[config.mk]
export PLATFORM = sky130hd
export DESIGN_NAME = mem_port_arbiter
export DESIGN_NICKNAME = d
export VERILOG_FILES = /design/src/rtl/mem_port_arbiter.sv
export SDC_FILE = /design/constraint.sdc
export NUM_CORES = 1
export LEC_CHECK = 0
export CELL_PAD_IN_SITES_DETAIL_PLACEMENT = 1
export CELL_PAD_IN_SITES_GLOBAL_PLACEMENT = 2
export CORE_ASPECT_RATIO = 0.7
export CORE_MARGIN = 10
export CORE_UTILIZATION = 18
export CTS_BUF_LIST = sky130_fd_sc_hd__clkbuf_8
export DETAILED_ROUTE_END_ITERATION = 8
export PLACE_DENSITY = 0.88
export SLEW_MARGIN = 40
export SYNTH_ARGS = -nofsm -noshare
export SYNTH_HDL_FRONTEND = slang
export SYNTH_SLANG_ARGS = --single-unit
[constraint.sdc]
create_clock -name clk -period 2.7 [get_ports clk]
set_clock_uncertainty 0.15 [all_clocks]
set_input_delay 0.81 -clock clk [delete_from_list [all_inputs] [get_ports clk]]
set_output_delay 0.81 -clock clk [all_outputs]
set_load 0.01 [all_outputs]
[src/rtl/mem_port_arbiter.sv]
// Arbiter sharing one memory port between instruction fetch and load/store.
// One bus transaction in flight at a time; data side has priority with a fetch starvation guard.
//
// state   | meaning
// IDLE    | no transaction; arbitrate between fetch and data requests
// REQ_IF  | fetch command on the bus, mem_req held until mem_gnt
// REQ_DM  | data command on the bus, mem_req held until mem_gnt
// WAIT_IF | fetch accepted, waiting for mem_rvalid or timeout
// WAIT_DM | data accepted, waiting for mem_rvalid or timeout
module mem_port_arbiter #(
  parameter int ADDR_W       = 32,
  parameter int DATA_W       = 32,
  parameter int STARVE_LIMIT = 4,
  parameter int TIMEOUT      = 64
) (
  input  logic                clk,
  input  logic                rst,
  input  logic                if_req,
  input  logic [ADDR_W-1:0]   if_addr,
  input  logic                flush,
  output logic                if_valid,
  output logic [DATA_W-1:0]   if_rdata,
  output logic                if_stall,
  input  logic                dm_req,
  input  logic                dm_we,
  input  logic [ADDR_W-1:0]   dm_addr,
  input  logic [DATA_W-1:0]   dm_wdata,
  input  logic [DATA_W/8-1:0] dm_wstrb,
  output logic                dm_valid,
  output logic [DATA_W-1:0]   dm_rdata,
  output logic                dm_stall,
  output logic                mem_req,
  output logic                mem_we,
  output logic [ADDR_W-1:0]   mem_addr,
  output logic [DATA_W-1:0]   mem_wdata,
  output logic [DATA_W/8-1:0] mem_wstrb,
  input  logic                mem_gnt,
  input  logic                mem_rvalid,
  input  logic [DATA_W-1:0]   mem_rdata,
  output logic                bus_err
);

  localparam int TCNT_W = (TIMEOUT > 1) ? $clog2(TIMEOUT) : 1;
  localparam int STRK_W = $clog2(STARVE_LIMIT + 1);
  localparam logic [TCNT_W-1:0] TC_LAST  = TCNT_W'(TIMEOUT - 1);
  localparam logic [STRK_W-1:0] STRK_MAX = STRK_W'(STARVE_LIMIT);

  typedef enum logic [2:0] {
    IDLE    = 3'd0,
    REQ_IF  = 3'd1,
    REQ_DM  = 3'd2,
    WAIT_IF = 3'd3,
    WAIT_DM = 3'd4
  } state_t;

  state_t            state;
  logic [STRK_W-1:0] streak;
  logic [TCNT_W-1:0] tcnt;
  logic              discard;

  logic in_wait_if;
  logic in_wait_dm;
  logic tc_hit;
  logic wait_end;
  logic dm_win;
  logic if_win;

  assign in_wait_if = (state == WAIT_IF);
  assign in_wait_dm = (state == WAIT_DM);
  assign tc_hit     = (tcnt == TC_LAST);
  assign wait_end   = mem_rvalid | tc_hit;

  // A flush arriving on the completion cycle also drops that fetch.
  assign if_valid = in_wait_if & wait_end & ~discard & ~flush;
  assign dm_valid = in_wait_dm & wait_end;
  assign if_rdata = (in_wait_if & mem_rvalid) ? mem_rdata : '0;
  assign dm_rdata = (in_wait_dm & mem_rvalid) ? mem_rdata : '0;
  assign bus_err  = (in_wait_if | in_wait_dm) & ~mem_rvalid & tc_hit;
  assign if_stall = if_req & ~if_valid;
  assign dm_stall = dm_req & ~dm_valid;

  assign dm_win = dm_req & (~if_req | (streak < STRK_MAX));
  assign if_win = ~dm_win & if_req & ~flush;

  always_ff @(posedge clk or negedge rst) begin
    if (!rst) begin
      state     <= IDLE;
      mem_req   <= 1'b0;
      mem_we    <= 1'b0;
      mem_addr  <= '0;
      mem_wdata <= '0;
      mem_wstrb <= '0;
      streak    <= '0;
      discard   <= 1'b0;
      tcnt      <= '0;
    end else begin
      case (state)
        IDLE: begin
          discard <= 1'b0;
          if (dm_win) begin
            state     <= REQ_DM;
            mem_req   <= 1'b1;
            mem_we    <= dm_we;
            mem_addr  <= dm_addr;
            mem_wdata <= dm_wdata;
            mem_wstrb <= dm_wstrb;
            if (!if_req)
              streak <= '0;
            else if (streak != STRK_MAX)
              streak <= streak + STRK_W'(1);
          end else if (if_win) begin
            state     <= REQ_IF;
            mem_req   <= 1'b1;
            mem_we    <= 1'b0;
            mem_addr  <= if_addr;
            mem_wdata <= '0;
            mem_wstrb <= '0;
            streak    <= '0;
          end
        end
        REQ_IF: begin
          if (flush)
            discard <= 1'b1;
          if (mem_gnt) begin
            state   <= WAIT_IF;
            mem_req <= 1'b0;
            tcnt    <= '0;
          end
        end
        REQ_DM: begin
          if (mem_gnt) begin
            state   <= WAIT_DM;
            mem_req <= 1'b0;
            tcnt    <= '0;
          end
        end
        WAIT_IF, WAIT_DM: begin
          if (in_wait_if && flush)
            discard <= 1'b1;
          if (wait_end) begin
            state   <= IDLE;
            discard <= 1'b0;
          end else begin
            tcnt <= tcnt + TCNT_W'(1);
          end
        end
        default: state <= IDLE;
      endcase
    end
  end

endmodule

Yosys cells after proc, flatten, opt, wreduce, memory -nomap -nowiden
Cells that the tools add are included.
{"block": "totals", "ramBits": 0, "n_memories": 0, "romBits": 0, "register_bits": 83, "in_bits": 140, "out_inout_bits": 139, "latchBits": 0, "word_cells": 95}
{"block": "op_classes", "order_cmp": 1, "muxes": 31, "eq_ne": 15, "bitwise_logic": 23, "n_reduce_logical": 14, "div_mod_pow": 0, "shifts": 0, "addsub": 2, "n_mul": 0}
{"op": "$mux W32", "count": 6}
{"op": "$mux W3", "count": 9}
{"op": "$and A1 B1 Y1", "count": 13}
{"op": "$mux W6", "count": 2}
{"op": "$pmux W3 S4", "count": 1}
{"op": "$pmux W6 S2", "count": 1}
{"op": "$reduce_and A3 Y1", "count": 4}
{"op": "$ne A2 B2 Y1 const B", "count": 5}
{"op": "$ne A3 B3 Y1 const B", "count": 3}
{"op": "$mux W1", "count": 8}
{"op": "$mux W4", "count": 2}
{"op": "$not A1 Y1", "count": 7}
{"op": "$add A6 B1 Y6 const B", "count": 1}
{"op": "$eq A3 B2 Y1 const B", "count": 2}
{"op": "$eq A6 B6 Y1 const B", "count": 1}
{"op": "$reduce_bool A2 Y1", "count": 3}
{"op": "$reduce_and A4 Y1", "count": 1}
{"op": "$reduce_or A2 Y1", "count": 2}
{"op": "$add A3 B1 Y3 const B", "count": 1}
{"op": "$eq A3 B1 Y1 const B", "count": 1}
{"op": "$eq A3 B3 Y1 const B", "count": 1}
{"op": "$logic_not A3 Y1", "count": 1}
{"op": "$lt A3 B3 Y1 const B", "count": 1}
{"op": "$ne A3 B2 Y1 const B", "count": 1}
{"op": "7 further kinds", "count": 9}

Longest topological paths before layout
Gate-level depths: netlist of the first run.
{"block": "logic_depth", "depth_word": 9, "mapped_depth": 7, "ltp_nobuf": 5}

Worst setup path after synthesis of the first run
OpenSTA, ideal clock, no wires.
{"block": "synth_timing", "path_kind": "input -> output", "from": "input port mem_rvalid", "to": "output port if_stall", "n_path_buf": 1, "arrival_time_ns": 1.846, "slack_ns": -0.106, "required_ns": 1.740, "stages": 4, "cell_sequence": "clkbuf_1 a31oi_1 or3_1 o31a_1"}
{"block": "synth_via", "elab_chain_len": 6}
{"item": "start: declaration", "line": "38", "rtl": "input logic mem_rvalid,"}
{"item": "$or A1 B1 Y1", "line": "71", "rtl": "assign wait_end = mem_rvalid | tc_hit;"}
{"item": "$and A1 B1 Y1 (3 in series)", "line": "74", "rtl": "assign if_valid = in_wait_if & wait_end & ~discard & ~flush;"}
{"item": "$not A1 Y1", "line": "79", "rtl": "assign if_stall = if_req & ~if_valid;"}
{"item": "$and A1 B1 Y1", "line": "79"}
{"item": "end: declaration", "line": "23", "rtl": "output logic if_stall,"}
No other way between the ends.

Worst setup path after layout of the first run
{"block": "layout_timing", "from": "register tcnt[1]", "to": "output port if_stall"}
{"block": "layout_via", "elab_chain_len": 7}
{"item": "start: declaration", "line": "58", "rtl": "logic [TCNT_W-1:0] tcnt;"}
{"item": "start signal: assignment", "line": "144", "rtl": "tcnt <= tcnt + TCNT_W'(1);"}
{"item": "$eq A6 B6 Y1", "line": "70", "rtl": "assign tc_hit = (tcnt == TC_LAST);"}
{"item": "$or A1 B1 Y1", "line": "71"}
{"item": "$and A1 B1 Y1 (3 in series)", "line": "74"}
{"item": "$not A1 Y1", "line": "79"}
{"item": "$and A1 B1 Y1", "line": "79"}
No other way between the ends.

==> results.md, run 1 <==
- Distinct cells, synth: 43
- Xor/xnor share of the synthesized area: 0.216%
- Initial antenna violation count: 0
- H-tree depth: 3
- Routed Antenna Nets: 0
- Drt drc: 0
- Clock sinks: 83
- Hold_ws: 0.133 ns
- Final Hold Fails: 0
- Net Sw Power: 2390 µW
- Syn avg cell area: 10.4 µm²
- Switching part of the total: 36.0%
- Syn nets: 533
- Top post-synthesis cells by count: dfrtp_1 (83), and2_1 (65), nand2_1 (43)
- Nets@finish: 867
- Cells after Synth: 390
- Area grow syn2layout: 103%
- Pins Over Slew Limit: 0
- Largest net degree at the start of global routing: 64
- Combinational share of power: 54.3%
- Vias in the first global route: 4673
- CP delay by family, top: simple AND/OR/NAND/NOR gates
- Slowest CP cell: dfrtp_1
- Clock Power Share: 14.1%
- Slew HR: 57.4%
- N_diodes: 0
- Final worst setup slack: -0.205 ns
- Via count: 4321
- GPL Wtd Cong: 0.772
- CTS tree: built
- Starting Density: 18.5%
- DRT iter0 DRCs: 115
- Fillers: 2404
- Reg power frac: 31.6%
- Yosys top cell area share: 51.2%
- GRT overflow: 0
- Minimum clock period: 2.90 ns
- Pwr Density: 806 mW/mm²
- Setup CP Type: reg -> out
- CP Buf/Inv Count: 1
- Area leader, netlist: dfrtp_1
- Worst-Margin Slew: 0.633 ns
- Final core area utilization: 37.7%
- Setup TNS: -5.01 ns
- Failing checks: setup timing
- Final instance area: 0.00826 mm²
- Detailed Place HPWL: 14300 µm
- Synth Warn #: 0
- Largest family of logic cells by synthesized area: simple AND/OR/NAND/NOR gates
- Mux cell area share after synthesis: 8.14%
- Dominant cell by count in the synthesized netlist: dfrtp_1
- Synth async-reset ratio: 100%
- Register area share after synthesis: 51.2%
- Synth Area in Compound Gates: 16.7%
- Layout cells sized above 1: 32.6%
- Required @ worst endpoint: 1.74 ns
- Clock transition at path regs: 0.09 ns
- Core area: 0.0219 mm²
- Outcome: finished with violations
- Die height: 146 µm
- Lkg Pwr: 0.00375 µW
- Vias per cell: 4.27
- Maximum vdd drop: 0.360 mV
- Final setup fails: 63
- Clock latency at the later pin of the worst-skew pair: 0.36 ns
- Port bufs: 278
- Dominant cells by area after synthesis: dfrtp_1 (51%), and2_1 (10%), mux2i_1 (8.1%)
- Tcrit/Tclk final: 108%
- Adder-Cell Fraction of Synth Area: 0.925%
- Top FF cell, synth: dfrtp_1
- Crit path DAT: 1.94 ns
- Global-route wire length before repair: 28400 µm
- CTS Buf Count: 9
- Wirelength per Cell: 19.2 µm
- DP Area: 0.00749 mm²
- Clk buf depth: 2
- Capture point of the worst reg-to-reg path: tcnt[3]
- Hold buffers post-CTS: 0
- Simple-gate share of the synthesized area: 19.3%
- Setup WS pre-CTS: -0.813 ns
- Setup slack, reg-to-reg: 0.45 ns
- Critical Path Max Stage Delay: 0.36 ns
- CP cell instances: ha_2 > and3_4 > a31oi_4 > or3_4 > o31a_1 > buf_2
- Post-Syn Area: 0.00406 mm²
- MaxCap Viol Count: 0
- Hold Path Class: in -> async
- Flops & latches, synth: 83
- Setup crit end kind: output pin
- FF-to-FF Start: state[0]
- RSZ-0062 raised after global routing: yes
- Row cnt: 45
- Initial DRT Pass Iterations: 4
- Final wirelength: 19400 µm
- Critical path peak fanout: 3
- Die Area: 0.0291 mm²
- Number of enable flip-flop cells after synthesis: 0
- Int Pwr: 4260 µW
- Root buf cell: clkbuf_8
- Die width: 199 µm
- Fmax: 344 MHz
- Ports: 279
- GRT Util Overall: 12.5%
- R2R cell count: 6
- CP startpoint kind: flop
[final cells by class]
type / count / area [µm²] / share of cell area (%)
clock buffer: 9 / 124 / 1.50
timing repair buffer: 352 / 3540 / 42.8
inverter: 3 / 11.3 / 0.136
tap: 282 / 353 / 4.27
sequential: 83 / 2080 / 25.2
multi-input combinational: 275 / 2080 / 25.2
clock inverter: 7 / 75.1 / 0.909
[worst max-delay path by stage]
| stage | start | endpoint | slack (ns) | depth (start not counted) |
|---|---|---|---|---|
| detailed placement | mem_rvalid | if_valid | -0.81 | 5 |
| global route | tcnt[0] | if_stall | -0.32 | 6 |
| finish | tcnt[1] | if_stall | -0.20 | 6 |
| floorplan | mem_rvalid | if_rdata[10] | 0.006 | 4 |
| global placement | mem_rvalid | if_stall | -0.76 | 5 |
| CTS | tcnt[1] | if_stall | -0.26 | 6 |
[layout by cell type, fill, tap and decap left out, types with 7 or more instances in the layout]
master,instances
clkdlybuf4s50_1,207
dfrtp_1,83
buf_6,76
and2_4,61
buf_4,51
nand2_1,42
a22o_1,37
o21ai_0,37
mux2i_1,33
clkbuf_8,9
buf_2,7
[metrics by stage]
step           std cells  total power, µW
3_5_place_dp         965             5430
4_1_cts             1004             6570
5_1_grt             1011             7140
6_report            1011             6650
3_3_place_gp         965             5350
2_1_floorplan        390             3440
[logic make-up after synthesis]
| family | after synthesis |
|---|---|
| simple gates | 143 |
| compound gates | 95 |
| mux | 33 |
| buf+inv | 32 |
| fa+ha+maj | 3 |
| xor+xnor | 1 |
| flops | 83 |
[repair_timing]
action | CTS | global route
pin swaps | 13 | 43
setup endpoints to repair | 69 | 69
resized for setup | 342 | 134
buffers inserted | 20 | 12
cloned | 3 | 2
[power by group through the flow]
stage	sequential [µW]	clock, µW	combinational, µW
floorplan	2310	0	1130
global placement	2090	0	3260
detailed placement	2100	0	3330
CTS	2110	996	3470
global route	2180	1050	3910
finish	2100	940	3610
[registers in the layout, summed over array words and instances (netlist names)]
signal,flops
tcnt,6
state,3
mem_addr,32
streak,3
discard,1
mem_wdata,32
mem_req,1
mem_we,1
mem_wstrb,4
[layer usage]
layer  global-route usage, %  vias up  share of wire [%]  wire (µm)
li1                        -     2046                  -          -
met1                    14.6     2092                 42       8210
met2                    20.1      173                 46       8940
met3                    6.32       10                 11       2100
met4                    2.49        0               0.73        142
met5                       0        -                  0          0
Power figures use the tool's default switching activity.
==> run 2, diff against run 1 <==
- PLACE_DENSITY: 0.88 -> unset
- PLACE_DENSITY_LB_ADDON: unset -> 0.2
==> run 2 against run 1 <==
Compared with the run above: the flow still finishes with violations (setup timing); global-route usage grew 0.70 points; via count shrank 3.1%; clock-buffer cell count increased by 1; highest routed layer unchanged; clock power increased by 1%; cell area is 1.3% lower.
==> results.md, run 2 (same netlist as run 1, synthesis figures left out) <==
- DRT iter0 DRCs: 142
- Root buf cell: clkbuf_8
- Drt drc: 0
- Setup CP Type: reg -> out
- Commonest non-fill, non-tap cell in the layout: clkdlybuf4s50_1
- GRT Util Overall: 13.2%
- Slowest CP cell: dfrtp_1
- Clock sinks: 83
- CTS tree: built
- H-tree depth: 3
- Clock latency at the later pin of the worst-skew pair: 0.36 ns
- Global-route wire length before repair: 29800 µm
- Die Area: 0.0291 mm²
- DR top layer: met4
- Largest net degree at the start of global routing: 43
- Final Hold Fails: 0
- GPL Wtd Cong: 0.713
- Vias per cell: 4.21
- Largest registers: mem_addr x32, mem_wdata x32, tcnt x6
- Initial DRT Pass Iterations: 6
- Area grow syn2layout: 101%
- Vias in the first global route: 4631
- Maximum vdd drop: 0.362 mV
- Tcrit/Tclk final: 107%
- Final instance area: 0.00814 mm²
- RSZ-0062 raised after global routing: yes
- Highest-count cells in the layout ignoring fill and taps: clkdlybuf4s50_1 (207), dfrtp_1 (82), buf_6 (64), and2_4 (56), nand2_1 (42)
- DP Area: 0.00742 mm²
- Core area: 0.0219 mm²
- Final wirelength: 19800 µm
- Post-Layout Cell Count: 995
- Routed Antenna Nets: 0
- Die height: 146 µm
- Fillers: 2412
- Hold_ws: 0.195 ns
- Failing checks: setup timing
- Slew HR: 63.9%
- M1 wire length: 8590 µm
- Starting Density: 18.5%
- Clock transition at path regs: 0.10 ns
- Total length of routed met2 wires: 9950 µm
- Met3 wire length: 1140 µm
- Critical Path Max Stage Delay: 0.36 ns
- Hold Path Class: in -> async
- Final worst setup slack: -0.187 ns
- Lkg Pwr: 0.00368 µW
- Ports: 279
- Worst-Margin Slew: 0.536 ns
- Port bufs: 278
- Setup TNS: -4.48 ns
- CP cell instances: ha_2 > and3_4 > a31oi_4 > or3_4 > o31a_1 > buf_6
- Clk buf depth: 2
- Layout cells sized above 1: 30.6%
- Die width: 199 µm
- Row cnt: 45
- GRT overflow: 0
- Via count: 4188
- Initial antenna violation count: 0
- Detailed Place HPWL: 15400 µm
- Outcome: finished with violations
- Pwr Density: 816 mW/mm²
- Wirelength per Cell: 19.9 µm
- Required @ worst endpoint: 1.74 ns
- Critical path peak fanout: 3
- MaxCap Viol Count: 0
- N_diodes: 0
- Crit path DAT: 1.93 ns
- CTS Buf Count: 9
- Placed cell count: 958
- Setup crit end kind: output pin
- Final setup fails: 51
- Nets@finish: 851
- Pins Over Slew Limit: 0
- Final core area utilization: 37.2%
- CP startpoint kind: flop
- Fmax: 346 MHz
- Minimum clock period: 2.89 ns
run 2: cell types whose count changed in the layout (fill, tap and decap cells not counted), moves of 2 or more:
cell / delta
buf_4: -12
buf_6: -12
buf_2: +6
and2_1: +5
and2_4: -5
buf_16: +3
buf_8: -3
clkinv_4: +3
buf_12: +2
run 2: area by class of cell:
| class | count | area [µm²] | area share (%) |
|---|---|---|---|
| Timing Repair Buffer | 336 | 3420 | 42.0 |
| Sequential cell | 83 | 2080 | 25.5 |
| Multi-Input combinational cell | 275 | 2070 | 25.5 |
| Tap cell | 282 | 353 | 4.33 |
| Clock buffer | 10 | 138 | 1.69 |
| Clock inverter | 6 | 72.6 | 0.891 |
| Inverter | 3 | 11.3 | 0.138 |
run 2: where the power goes:
part / switching [µW] / internal, µW / total (µW)
Combinational: 1570 / 2030 / 3590
Clock: 491 / 461 / 952
Sequential: 316 / 1780 / 2100
Total: 2370 / 4270 / 6650
run 2: critical path: cells and delay by family (launching register included):
| kind | cells | cell delay [ns] |
|---|---|---|
| and+or+nand+nor | 2 | 0.54 |
| DFF | 1 | 0.36 |
| AOI/OAI and AO/OA | 2 | 0.35 |
| adders and majority gates | 1 | 0.18 |
| buffers and inverters | 1 | 0.13 |
run 2: final timing paths:
path / start / endpoint / slack (ns) / cells after the start
min in group clk: mem_addr[29] / mem_addr[29] / 0.34 / 2
hold reg to reg: mem_addr[29] / mem_addr[29] / 0.34 / 2
max in group asynchronous: rst / state[1] / 1.59 / 2
setup / recovery: tcnt[1] / if_stall / -0.19 / 6
setup reg to reg: state[0] / tcnt[5] / 0.51 / 6
hold / removal: rst / mem_wdata[1] / 0.20 / 1
run 2: metal layers:
metal	vias to the layer above	GRT usage [%]
li1	2012	-
met5	-	0
met4	0	2.38
met3	13	3.78
met2	109	22.8
met1	2054	16.0
run 2: through the flow:
step / power (µW) / setup WS, ns
floorplan: 3440 / 0.00641
global placement: 5350 / -0.819
detailed placement: 5450 / -0.866
CTS: 6610 / -0.244
global route: 7150 / -0.272
finish: 6650 / -0.187
run 2: what timing repair did:
| item | in CTS | in global routing |
|---|---|---|
| gates cloned | 5 | 1 |
| setup buffers | 13 | 8 |
| hold buffers | 0 | 0 |
| pin swaps | 6 | 44 |
| endpoints found under the setup margin | 69 | 69 |
| gates resized for setup | 306 | 145 |
==> run 3, diff against run 2 <==
--- a/config.mk
+++ b/config.mk
@@ -8,6 +8,6 @@
 export CELL_PAD_IN_SITES_DETAIL_PLACEMENT = 1
-export CELL_PAD_IN_SITES_GLOBAL_PLACEMENT = 2
+export CELL_PAD_IN_SITES_GLOBAL_PLACEMENT = 1
 export CORE_ASPECT_RATIO = 0.7
 export CORE_MARGIN = 10
-export CORE_UTILIZATION = 18
+export CORE_UTILIZATION = 23
 export CTS_BUF_LIST = sky130_fd_sc_hd__clkbuf_8
--- a/constraint.sdc
+++ b/constraint.sdc
@@ -4,2 +4,2 @@
 set_output_delay 0.81 -clock clk [all_outputs]
-set_load 0.01 [all_outputs]
+set_load 0.005 [all_outputs]
==> run 3 against run 2 <==
Compared with the run above: the run still ends with setup timing left; clock power rose by 8%; sequential share of layout area rose by 1.2 points; cell count fell by 5.4%; highest routed layer unchanged.
==> results.md, run 3 (same netlist as run 1, synthesis figures left out) <==
- Outcome: finished with violations
- Failing checks: setup timing
- MaxCap Viol Count: 0
- Lkg Pwr: 0.00368 µW
- Hold Path Class: in -> async
- Root buf cell: clkbuf_8
- Port bufs: 278
- Core area: 0.0172 mm²
- Final worst setup slack: -0.211 ns
- Die height: 131 µm
- R2R cell count: 6
- CTS Buf Count: 9
- Met3 Track Usage GR: 5.98%
- Global-route wire length before repair: 29300 µm
- Die Area: 0.0234 mm²
- Final setup fails: 28
- Detailed Place HPWL: 14900 µm
- Clk buf depth: 2
- Via count: 4194
- Wirelength per Cell: 20.0 µm
- Met2 GRT Util: 27.5%
- Final Hold Fails: 0
- RSZ-0062 raised after global routing: yes
- Slowest CP cell: dfrtp_1
- Initial antenna violation count: 0
- Minimum clock period: 2.91 ns
- Setup CP Type: reg -> out
- Vias per cell: 4.46
- Fillers: 1928
- CP delay by family, top: simple AND/OR/NAND/NOR gates
- Highest-count cells in the layout ignoring fill and taps: clkdlybuf4s50_1 (207), dfrtp_1 (81), and2_1 (53), nand2_1 (42)
- Slew HR: 57.1%
- Clock sinks: 83
- Ports: 279
- GPL Wtd Cong: 0.812
- GRT met1 Usage: 18.4%
- Largest net degree at the start of global routing: 48
- Routed Antenna Nets: 0
- Final wirelength: 18900 µm
- Area grow syn2layout: 91.5%
- Row cnt: 40
- N_diodes: 0
- Tcrit/Tclk final: 108%
- CP startpoint kind: flop
- Hold buffers post-CTS: 0
- Nets@finish: 848
- Required @ worst endpoint: 1.74 ns
- Final instance area: 0.00777 mm²
- Crit path DAT: 1.95 ns
- Drt drc: 0
- Clock latency at the later pin of the worst-skew pair: 0.36 ns
- GRT Util Overall: 15.9%
- Worst-Margin Slew: 0.637 ns
- Most used routing layer: met2
- Fmax: 344 MHz
- Vias in the first global route: 4842
- WP depth: 6
- DP Area: 0.00737 mm²
- CP Buf/Inv Count: 1
- Setup crit end kind: output pin
- Largest registers: mem_addr x32, mem_wdata x32, tcnt x6
- Maximum vdd drop: 0.371 mV
- Pwr Density: 817 mW/mm²
- Clock transition at path regs: 0.10 ns
- Critical path peak fanout: 2
- CTS tree: built
- Layout cells sized above 1: 23.2%
- Initial DRT Pass Iterations: 4
- DRT iter0 DRCs: 112
- Pins Over Slew Limit: 0
- GRT overflow: 0
- Commonest non-fill, non-tap cell in the layout: clkdlybuf4s50_1
- Die width: 179 µm
- CP cell instances: ha_2 > and3_4 > a31oi_4 > or3_4 > o31a_1 > buf_2
- H-tree depth: 3
- Starting Density: 23.6%
- Total Power: 6350 µW
- Final core area utilization: 45.2%
- Critical Path Max Stage Delay: 0.37 ns
## run 3: cell count changes in the layout (fill, tap and decap cells not counted), sizes merged
cell and delta:
dlymetal6s2s +7, buf -36, clkinvlp -1, inv +2
clkinv -1, clkdlybuf4s15 +2, clkbuf +23, bufinv +1
## run 3: through the flow
| stage | setup TNS (ns) | setup slack, ns | hold slack (ns) | instances |
|---|---|---|---|---|
| floorplan | 0 | 0.0356 | 0.323 | 390 |
| global placement | -48.46 | -0.788 | 0.313 | 908 |
| detailed placement | -50.98 | -0.840 | 0.320 | 908 |
| CTS | -10.94 | -0.310 | 0.112 | 941 |
| global route | -5.06 | -0.297 | 0.116 | 941 |
| finish | -1.97 | -0.211 | 0.130 | 941 |
## run 3: worst paths after layout
kind / startpoint / endpoint / slack, ns
max: tcnt[0] / if_stall / -0.21
min: rst / mem_wdata[19] / 0.13
max reg2reg: state[0] / tcnt[3] / 0.47
min reg2reg: mem_addr[30] / mem_addr[30] / 0.33
max in group asynchronous: rst / state[0] / 1.63
min in group clk: mem_addr[30] / mem_addr[30] / 0.33
## run 3: power breakdown
group	leakage [µW]	switching [µW]	internal, µW	total (µW)
clock	0.000117	495	531	1030
sequential	0.00105	320	1790	2110
combinational	0.00252	1330	1890	3220
## run 3: cell type report
type / instances / area (µm²) / share of cell area, %
multi-input combinational: 275 / 1970 / 25.3
tap: 231 / 289 / 3.72
timing repair buffer: 333 / 3200 / 41.2
sequential: 83 / 2080 / 26.8
clock inverter: 7 / 101 / 1.30
clock buffer: 9 / 124 / 1.59
inverter: 3 / 11.3 / 0.145
## run 3: what timing repair did
item / in CTS / in global routing
setup endpoints to repair: 69 / 69
pin swaps: 8 / 6
cloned: 4 / 0
gates resized for setup: 200 / 100
buffers inserted: 14 / 3
## run 3: per-layer routing
| metal | routed length [µm] | part of all wire [%] | vias to the layer above |
|---|---|---|---|
| met2 | 9480 | 50 | 114 |
| met1 | 7680 | 41 | 2066 |
| li1 | - | - | 2000 |
| met4 | 180 | 0.95 | 0 |
| met5 | 0 | 0 | - |
| met3 | 1530 | 8.1 | 14 |
